==> config.mk <==
export PLATFORM = sky130hd
export DESIGN_NAME = bcd_convert_scheduler
export DESIGN_NICKNAME = d
export VERILOG_FILES = /design/src/rtl/bcd_convert_scheduler.sv
export SDC_FILE = /design/constraint.sdc
export NUM_CORES = 1
export LEC_CHECK = 0
export BUFFER_PORTS_ARGS = -buffer_cell sky130_fd_sc_hd__buf_4
export CAP_MARGIN = 20
export CORE_UTILIZATION = 50
export CTS_BUF_LIST = sky130_fd_sc_hd__clkbuf_8 sky130_fd_sc_hd__clkbuf_16
export CTS_CLUSTER_SIZE = 14
export DETAILED_ROUTE_END_ITERATION = 6
export PLACE_DENSITY_LB_ADDON = 0.2
export SYNTH_ARGS = -nofsm -noshare
export SYNTH_HDL_FRONTEND = slang
export SYNTH_SLANG_ARGS = --single-unit
==> constraint.sdc <==
create_clock -name clk -period 1.7 [get_ports clk]
set_clock_uncertainty 0.1 [all_clocks]
set_input_delay 0.17 -clock clk [delete_from_list [all_inputs] [get_ports clk]]
set_output_delay 0.17 -clock clk [all_outputs]
set_load 0.02 [all_outputs]
==> src/rtl/bcd_convert_scheduler.sv <==
// bcd_convert_scheduler
//   Shared iterative binary-to-BCD converter (double dabble, one bit per clock)
//   serving two requesters through round-robin arbitration.
//
//   clk, rst              : clock, synchronous active-high reset
//   a_valid/a_ready/a_bin : requester A hand-over (valid/ready)
//   b_valid/b_ready/b_bin : requester B hand-over (valid/ready)
//   out_valid/out_ready   : result channel
//   out_bcd               : packed BCD, digit 0 in [3:0], saturated to all 9s on overflow
//   out_id                : 0 = result for A, 1 = result for B
//   out_ovf               : input exceeded MAX_VAL
//   busy                  : converter not idle
module bcd_convert_scheduler #(
  parameter int unsigned IN_W    = 27,
  parameter int unsigned DIGITS  = 8,
  parameter int unsigned MAX_VAL = 99999999
) (
  input  logic                  clk,
  input  logic                  rst,
  input  logic                  a_valid,
  output logic                  a_ready,
  input  logic [IN_W-1:0]       a_bin,
  input  logic                  b_valid,
  output logic                  b_ready,
  input  logic [IN_W-1:0]       b_bin,
  output logic                  out_valid,
  input  logic                  out_ready,
  output logic [4*DIGITS-1:0]   out_bcd,
  output logic                  out_id,
  output logic                  out_ovf,
  output logic                  busy
);

  localparam int unsigned       BCD_W   = 4 * DIGITS;
  localparam int unsigned       CNT_W   = (IN_W > 1) ? $clog2(IN_W) + 1 : 1;
  localparam logic [IN_W-1:0]   MAX_BIN = IN_W'(MAX_VAL);
  localparam logic [CNT_W-1:0]  LAST    = CNT_W'(IN_W - 1);
  localparam logic [BCD_W-1:0]  SAT_BCD = {DIGITS{4'h9}};

  typedef enum logic [1:0] {
    IDLE,
    SHIFT,
    DONE
  } state_t;

  state_t            state;
  state_t            state_nxt;

  logic              grant_a;
  logic              grant_b;
  logic [IN_W-1:0]   sel_bin;
  logic              last_grant;   // 1 = B was granted last

  logic [IN_W-1:0]   shift_bin;
  logic [BCD_W-1:0]  bcd_acc;
  logic [BCD_W-1:0]  bcd_adj;
  logic [CNT_W-1:0]  count;
  logic              id_q;
  logic              ovf_q;

  // State register
  always_ff @(posedge clk) begin
    if (rst) begin
      state <= IDLE;
    end else begin
      state <= state_nxt;
    end
  end

  // Round-robin arbitration; A wins ties when B was served last
  always_comb begin
    grant_a = a_valid & (~b_valid | last_grant);
    grant_b = b_valid & ~grant_a;
    sel_bin = grant_a ? a_bin : b_bin;
  end

  // Next-state logic
  always_comb begin
    state_nxt = state;
    case (state)
      IDLE:    if (grant_a | grant_b) state_nxt = SHIFT;
      SHIFT:   if (count == LAST)     state_nxt = DONE;
      DONE:    if (out_valid & out_ready) state_nxt = IDLE;
      default: state_nxt = IDLE;
    endcase
  end

  // FSM outputs
  always_comb begin
    a_ready = (state == IDLE) & grant_a;
    b_ready = (state == IDLE) & grant_b;
    busy    = (state != IDLE);
  end

  // Add-3 correction on every digit >= 5, ahead of the shift
  always_comb begin
    bcd_adj = bcd_acc;
    for (int unsigned i = 0; i < DIGITS; i++) begin
      if (bcd_acc[4*i +: 4] >= 4'd5) begin
        bcd_adj[4*i +: 4] = bcd_acc[4*i +: 4] + 4'd3;
      end
    end
  end

  // Datapath and registered result channel.
  // DONE spends its first cycle loading the result registers, so out_valid
  // rises one edge after the final shift.
  always_ff @(posedge clk) begin
    if (rst) begin
      shift_bin  <= '0;
      bcd_acc    <= '0;
      count      <= '0;
      id_q       <= 1'b0;
      ovf_q      <= 1'b0;
      last_grant <= 1'b1;
      out_valid  <= 1'b0;
      out_bcd    <= '0;
      out_id     <= 1'b0;
      out_ovf    <= 1'b0;
    end else begin
      case (state)
        IDLE: begin
          if (grant_a | grant_b) begin
            shift_bin  <= sel_bin;
            bcd_acc    <= '0;
            count      <= '0;
            id_q       <= grant_b;
            last_grant <= grant_b;
            ovf_q      <= (sel_bin > MAX_BIN);
          end
        end
        SHIFT: begin
          {bcd_acc, shift_bin} <= {bcd_adj, shift_bin} << 1;
          count                <= count + CNT_W'(1);
        end
        DONE: begin
          if (!out_valid) begin
            out_valid <= 1'b1;
            out_bcd   <= ovf_q ? SAT_BCD : bcd_acc;
            out_id    <= id_q;
            out_ovf   <= ovf_q;
          end else if (out_ready) begin
            out_valid <= 1'b0;
          end
        end
        default: ;
      endcase
    end
  end

endmodule
Yosys cells after proc, flatten, opt, wreduce, memory -nomap -nowiden
Cells that the tools add are included.

word-level totals
  output and inout port bits = 38
  bits of input ports = 59
  register bits = 105
  logic and storage cells = 74

cells by class
  add/subtract/negate cells = 9
  reductions and logical operators = 7
  order comparisons = 9
  bitwise logic cells = 10
  equal/unequal tests = 6
  muxes and demuxes = 22

operators with widths
  kind                    count
  $mux W32                2
  $pmux W32 S2            1
  $mux W27                2
  $pmux W27 S2            1
  $ge A4 B3 Y1 const B    8
  $add A4 B2 Y4 const B   7
  $mux W4                 7
  $gt A27 B27 Y1 const B  1
  $pmux W6 S2             1
  $add A6 B1 Y6 const B   1
  $eq A6 B5 Y1 const B    1
  $mux W2                 3
  $mux W6                 1
  $ne A2 B2 Y1 const B    3
  $pmux W2 S3             1
  $reduce_and A2 Y1       3
  $and A1 B1 Y1           5
  $reduce_bool A2 Y1      2
  $add A3 B2 Y3 const B   1
  $mux W3                 1
  $not A1 Y1              3
  $reduce_and A3 Y1       1
  $eq A2 B1 Y1 const B    1
  $eq A2 B2 Y1 const B    1
  other kinds (3)         5

Logic depth before layout (Yosys ltp)
Gate-level depths: netlist (run 1).

  depth after elaboration = 8
  mapped depth = 7
  gate-level depth less buffers = 7

Worst setup path after synthesis (run 1)
OpenSTA, ideal clock, no wires.

  path type = register to register
  start = reg last_grant
  end = reg shift_bin[22]
  path slack = -0.029 ns
  setup time = 0.128 ns
  clock period less this slack = 1.729 ns
  arrival = 1.502 ns
  data required time = 1.472 ns
  cell stages (with the launch flop) = 8
  buffers on the path = 2
  path through = dfxtp_1 -> nand2b_2 -> and2_4 -> buf_6 -> buf_12 -> mux2_4 -> a222oi_1 -> nor2_1

on the way
  word-level cells in the longest chain between the ends = 7
  elaborated cells on any way between the ends = 10
  classes of those cells = eq/ne (1); mux (3); bitwise (5); reduce/logical (1)

ends and longest elaborated chain
  item                                line  text
  start: declaration                  52    logic last_grant;
  start signal: assignment            128   last_grant <= grant_b;
  $or A1 B1 Y1 (*)                    72    grant_a = a_valid & (~b_valid | last_grant);
  $and A1 B1 Y1 (*)                   72
  $not A1 Y1                          73    grant_b = b_valid & ~grant_a;
  $and A1 B1 Y1                       73
  $or A1 B1 Y1                        123   if (grant_a | grant_b) begin
  $ne A2 B2 Y1 (no source line)       n/a
  $reduce_and A2 Y1 (no source line)  n/a
  end signal: assignment              124   shift_bin <= sel_bin;
  end signal: assignment              133   {bcd_acc, shift_bin} <= {bcd_adj, shift_bin} << 1;
  end: declaration                    54    logic [IN_W-1:0] shift_bin;

Mark *: on every way between the ends. The rest lies on a longest branch, timed or not. The select of a mux whose other input is x is not followed.
A chain may end at the register's enable or synchronous reset.

Final worst setup path (run 1)
  start = reg last_grant
  end = out b_ready

on the way
  word-level cells in the longest chain between the ends = 5

ends and longest elaborated chain
  item              line  text
  $or A1 B1 Y1      72
  $and A1 B1 Y1     72
  $not A1 Y1        73
  $and A1 B1 Y1     73
  $and A1 B1 Y1     91    b_ready = (state == IDLE) & grant_b;
  end: declaration  24    output logic b_ready,

No other way between the ends.

==> impl_metrics.py, run 1 <==
metrics = {
    "status": {
        "status": "finished, violations left",
        "failed_checks": "design-rule violations",
    },
    "die": {
        "start_util_pct": 51.7,
        "die_y_um": 103,
        "ios": 97,
        "dieArea_um2": 10600,
        "rows": 36,
        "fp.dieW_um": 103,
        "core_area_um2": 9820,
    },
    "logic_synthesis": {
        "syn_avg_cell_area_um2": 8.41,
        "ys_ff_latch": 105,
        "ys_top_cells_by_count": "dfxtp_1 (105), nor2_1 (66), nand2_1 (62), a21oi_1 (56), nor3_1 (49)",
        "yosysSeqAreaShare_pct": 41.4,
        "synth_cell_types": 45,
        "synthTopCellsByArea": "dfxtp_1 (41%), a21oi_1 (5.5%), nor2_1 (4.9%)",
        "async_flop_share_pct": 0,
        "syn_nets": 681,
        "ys_warn_count": 0,
        "yosysTopAreaCell": "dfxtp_1",
        "synth_enable_flop_cells": 0,
        "synth.most_common_cell": "dfxtp_1",
        "synth_ff_type": "dfxtp_1",
        "yosysTopAreaCellShare_pct": 41.4,
        "syn_inst": 604,
        "netlist_area_um2": 5080,
    },
    "power_and_ir_drop": {
        "power_density_nw_per_um2": 760,
        "p_int_w": 0.00350,
        "p_leak_nw": 2.51,
        "p_clk_share_pct": 31.6,
        "vdd_drop_max_v": 0.000485,
        "pwr-share-comb_pct": 15.0,
        "p_sw_share_pct": 27.5,
        "power_switching_w": 0.00133,
        "pwr-share-seq_pct": 53.4,
    },
    "sta": {
        "hold_ws_ns": 0.0737,
        "worst_slack_ns": 0.0456,
        "fmax_mhz": 604,
        "max_slew_margin_pct": 72.9,
        "slew_viol_final": 0,
        "fin_crit_sh_pct": 97.3,
        "setup_violations": 0,
        "grt_setup_unrepaired": "true",
        "min_period_ns": 1.65,
        "tightest_slew_ns": 0.405,
        "fin_tns_setup_ns": 0,
        "hold_violations": 0,
    },
    "global_routing": {
        "grt-busiest-layer": "met2",
        "grt_max_degree": 43,
        "grt_use_met2_pct": 41.4,
        "gr-usage-met3_pct": 3.32,
        "grt_pass1_vias": 4424,
        "gr-total-overflow": 0,
        "grt_pass1_wl_um": 21500,
        "grt_usage_pct": 25.5,
        "antenna_found_initial": 0,
        "met1_usage_pct": 35.1,
    },
    "clock_tree": {
        "cts.sinks": 105,
        "cts_tree": "yes",
        "cts_buffers": 9,
        "cts.clk_slew.worst_paths_ns": 0.10,
        "h-tree-depth": 3,
        "cts_buffer_depth": 2,
        "clk_latency_ns": 0.37,
        "root_buffer": "clkbuf_8",
    },
    "routing": {
        "routedWlPerCell_um": 15.4,
        "ant_nets": 0,
        "avgViaCountPerCell": 5.74,
        "vias": 4777,
        "wl_um": 12800,
        "post-route-drc-count": 5,
        "drtIter0Drc": 344,
        "dr.pass1.iters": 7,
    },
    "min_path": {
        "hold-path-cell-count": 2,
        "holdPathEnd": "shift_bin[22]",
        "hold_start": "rst",
        "hold_class": "in2reg",
    },
    "setup_path": {
        "crit_top_cell": "buf_6",
        "path_class": "reg2out",
        "end_kind": "output pin",
        "path_cells": "nand2b_4 > buf_6 > nand2_4 > and3_4 > buf_6",
        "cp-start-kind": "register",
        "cpPeakStageDelay_ns": 0.33,
        "crit_buf_inv": 2,
        "r2r_cells": 5,
        "slowest_stage": "dfxtp_2",
        "required_ns": 1.43,
        "cp.arrival_ns": 1.38,
        "r2r_setup_slack_ns": 0.06,
        "r2r-end": "shift_bin[21]",
        "cp_max_fo": 6,
        "reg2reg_from": "last_grant",
        "cpLargestDelayFamily": "simple AND/OR/NAND/NOR gates",
    },
    "finish": {
        "antenna-diode-count": 0,
        "nets": 771,
        "nFillCells": 843,
        "post-route-util_pct": 64.6,
        "layout-drive-gt1-share_pct": 25.9,
        "area_growth_pct": 24.9,
    },
    "placed_design": {
        "place_congestion": 0.819,
        "io_buffers": 96,
        "dpl.hpwl_um": 8560,
        "place_ws_ns": -0.0981,
    },
    "run": {
        "maxCapViolations": 0,
    },
}
[per-stage QoR]
step / total power [W] / area, um^2 / std cells
2_1_floorplan: 0.00302 / 5080 / 604
3_3_place_gp: 0.00331 / 6080 / 814
3_5_place_dp: 0.00332 / 6080 / 814
4_1_cts: 0.00484 / 6320 / 832
5_1_grt: 0.00503 / 6340 / 832
6_report: 0.00482 / 6340 / 832
[layer usage]
layer / wire length [um] / share of wire [%]
met1: 5960 / 47
met2: 5900 / 46
met3: 668 / 5.2
met4: 242 / 1.9
met5: 0 / 0
[kinds of logic after synthesis]
group | synth area share [%]
AOI/OAI and AO/OA | 18.5
xor gates and xnor gates | 3.28
adders and majority gates | 4.43
buffers and inverters | 5.44
DFF | 41.4
muxes | 5.22
and+or+nand+nor | 21.8
[area by class of cell]
class / count / area (um^2) / share of cell area [%]
clock buffers: 10 / 138 / 2.17
clock inverters: 6 / 55.1 / 0.868
inverters: 19 / 71.3 / 1.12
multi-input cells: 437 / 2770 / 43.6
flip-flops and latches: 105 / 2110 / 33.2
well taps: 133 / 166 / 2.62
repair buffers: 122 / 1040 / 16.4
[worst max-delay path by stage]
stage                     slack (ns)  cells after the start            end  startpoint
after floorplan                 0.03                      7  shift_bin[22]  last_grant
after global placement         -0.05                      5   shift_bin[1]  last_grant
after detailed placement        -0.1                      5   shift_bin[5]  last_grant
after CTS                      0.001                      5  shift_bin[13]  last_grant
after global routing           -0.02                      5  shift_bin[15]  last_grant
final                           0.05                      5        b_ready  last_grant
[what timing repair did]
item	4_1_cts	5_1_grt
endpoints found under the setup margin	19	29
setup buffers	0	0
resized for setup	8	9
pin swaps	0	9
endpoints found under the hold margin	1	0
hold buffers	1	0
cloned	2	0
[power by group through the flow]
stage	clock network (W)	registers, W	logic (W)
6_report	0.00152	0.00258	0.000721
4_1_cts	0.00156	0.00257	0.000708
2_1_floorplan	0	0.00262	0.000408
3_3_place_gp	0	0.00263	0.000682
3_5_place_dp	0	0.00263	0.000689
5_1_grt	0.00166	0.00259	0.000782
[sequential cells by signal, indices dropped and copies added (netlist names), 2 cells and up]
register / flops
bcd_acc: 32
count: 6
out_bcd: 32
shift_bin: 27
state: 2
[cell usage in the layout, fill, tap and decap left out, drive strengths merged, types with 4 or more instances in the layout]
| master | n |
|---|---|
| a21o | 7 |
| a21oi | 56 |
| a222oi | 17 |
| a22oi | 12 |
| a31o | 7 |
| a32oi | 9 |
| buf | 121 |
| clkbuf | 10 |
| dfxtp | 105 |
| ha | 18 |
| inv | 24 |
| mux2 | 20 |
| nand2 | 62 |
| nand2b | 11 |
| nand3 | 13 |
| nand3b | 8 |
| nand4 | 4 |
| nor2 | 66 |
| nor3 | 49 |
| nor4 | 4 |
| o211ai | 7 |
| o21ai | 19 |
| or3 | 8 |
| xnor2 | 17 |
(Power assumes the default switching activity.)
==> run 2, diff against run 1 <==
Settings changed: CORE_UTILIZATION 50 to 45.
==> run 2 against run 1 <==
Compared with the run above: the flow finishes with violations (negative setup slack); critical path type unchanged; first-iteration DRC count grew 13%; fmax shrank 2.8%; die area grew 11%; clock power grew 41%; critical endpoint unchanged.
==> impl_metrics.py, run 2 (synthesis results as in run 1) <==
metrics = {
    "finish": {
        "area_growth_pct": 27.9,
        "mostFrequentLayoutCell": "buf_4",
        "final-instance-count-excl-fill": 842,
        "nFillCells": 992,
        "final_cell_mix": "buf_4 (112), dfxtp_1 (101), nor2_1 (64), nand2_1 (61), a21oi_1 (56)",
        "reg_top3": "bcd_acc x32, out_bcd x32, shift_bin x27",
        "layout-drive-gt1-share_pct": 26.4,
        "nets": 774,
        "antenna-diode-count": 0,
    },
    "global_routing": {
        "gr-total-overflow": 0,
        "grt_max_degree": 45,
        "antenna_found_initial": 0,
        "grt_usage_pct": 23.0,
        "grt_pass1_wl_um": 21500,
        "grt_pass1_vias": 4468,
    },
    "clock_tree": {
        "cts.sinks": 105,
        "holdBufCountCts": 0,
        "cts_buffer_depth": 2,
        "h-tree-depth": 3,
        "root_buffer": "clkbuf_16",
        "clk_latency_ns": 0.34,
        "cts.clk_slew.worst_paths_ns": 0.07,
        "cts_tree": "yes",
        "cts_buffers": 9,
    },
    "min_path": {
        "hold_start": "out_ready",
        "hold_class": "in2reg",
    },
    "routing": {
        "dr.pass1.iters": 6,
        "routedWlPerCell_um": 15.1,
        "avgViaCountPerCell": 5.55,
        "wl_um": 12700,
        "ant_nets": 0,
        "drtIter0Drc": 387,
        "post-route-drc-count": 0,
        "vias": 4669,
    },
    "power_and_ir_drop": {
        "vdd_drop_max_v": 0.000442,
        "p_leak_nw": 2.57,
        "power_density_nw_per_um2": 839,
    },
    "die": {
        "dieArea_um2": 11700,
        "start_util_pct": 46.4,
        "ios": 97,
        "die_y_um": 108,
        "rows": 38,
        "fp.dieW_um": 108,
        "core_area_um2": 10900,
    },
    "status": {
        "failed_checks": "negative setup slack",
        "status": "finished, violations left",
    },
    "sta": {
        "fin_crit_sh_pct": 100,
        "fmax_mhz": 587,
        "hold_violations": 0,
        "max_slew_margin_pct": 64.6,
        "grt_setup_unrepaired": "true",
        "setup_violations": 1,
        "slew_viol_final": 0,
        "tightest_slew_ns": 0.530,
        "min_period_ns": 1.70,
        "worst_slack_ns": -0.00265,
    },
    "setup_path": {
        "cp_max_fo": 4,
        "path_class": "reg2out",
        "critPathLaunch": "last_grant",
        "path_cells": "nand2b_4 > buf_4 > nand2_4 > buf_6 > and3_4 > buf_6",
        "crit_top_cell": "buf_6",
        "cp-start-kind": "register",
        "cpPeakStageDelay_ns": 0.32,
        "end_kind": "output pin",
        "required_ns": 1.43,
        "cp.arrival_ns": 1.43,
        "cpLargestDelayFamily": "simple AND/OR/NAND/NOR gates",
        "reg2reg_from": "last_grant",
        "slowest_stage": "dfxtp_2",
        "crit_buf_inv": 3,
    },
    "placed_design": {
        "place_congestion": 0.844,
        "place_ws_ns": -0.141,
        "placed_cells": 820,
        "io_buffers": 96,
        "dpl.hpwl_um": 8460,
    },
    "run": {
        "maxCapViolations": 0,
    },
}
[run 2: what timing repair did]
| action | 4_1_cts | 5_1_grt |
|---|---|---|
| pin swaps | 1 | 6 |
| gates cloned | 2 | 0 |
| gates resized for setup | 7 | 12 |
| endpoints found under the setup margin | 20 | 46 |
| setup buffers | 2 | 2 |
[run 2: where the power goes]
part	switching, W	total [W]	leakage (nW)	internal (W)
clock network	0.000939	0.00214	0.151	0.00120
registers	0.0000450	0.00257	0.853	0.00253
logic	0.000366	0.000734	1.57	0.000368
[run 2: layout make-up]
type	instances	area (um^2)	share of cell area [%]
multi-input combinational	437	2760	42.4
sequential	105	2110	32.4
timing repair buffer	125	1070	16.5
clock buffer	10	239	3.68
tap	140	175	2.70
clock inverter	6	75.1	1.16
inverter	19	71.3	1.10
[run 2: through the flow]
step | hold slack [ns] | power, W | instance area (um^2) | util (%) | TNS [ns]
after floorplan | 0.238 | 0.00302 | 5080 | - | 0
after global placement | 0.339 | 0.00331 | 6080 | 55.6 | -0.366
after detailed placement | 0.343 | 0.00332 | 6080 | 55.6 | -1.42
after CTS | 0.0105 | 0.00549 | 6450 | 59.0 | -0.201
after global routing | 0.0758 | 0.00568 | 6490 | 59.4 | -0.116
final | 0.0233 | 0.00545 | 6490 | 59.4 | -0.00265
[run 2: worst paths after layout]
path / slack, ns / depth (start not counted) / end
setup / recovery: -0.003 / 6 / b_ready
hold / removal: 0.02 / 4 / out_valid
setup reg to reg: 0.07 / 5 / shift_bin[13]
hold reg to reg: 0.35 / 2 / out_bcd[10]
[run 2: per-layer routing]
metal	global-route usage (%)	wire, um	up-vias
met4	7.93	162	0
met5	0	0	-
met1	31.0	6090	2202
met3	2.65	464	13
met2	37.8	6000	122
li1	-	-	2332
[run 2: worst min-delay path: stages]
cell	delay [ns]
buf_4	0.08
nand3_1	0.06
o21ai_0	0.07
nor2_1	0.04
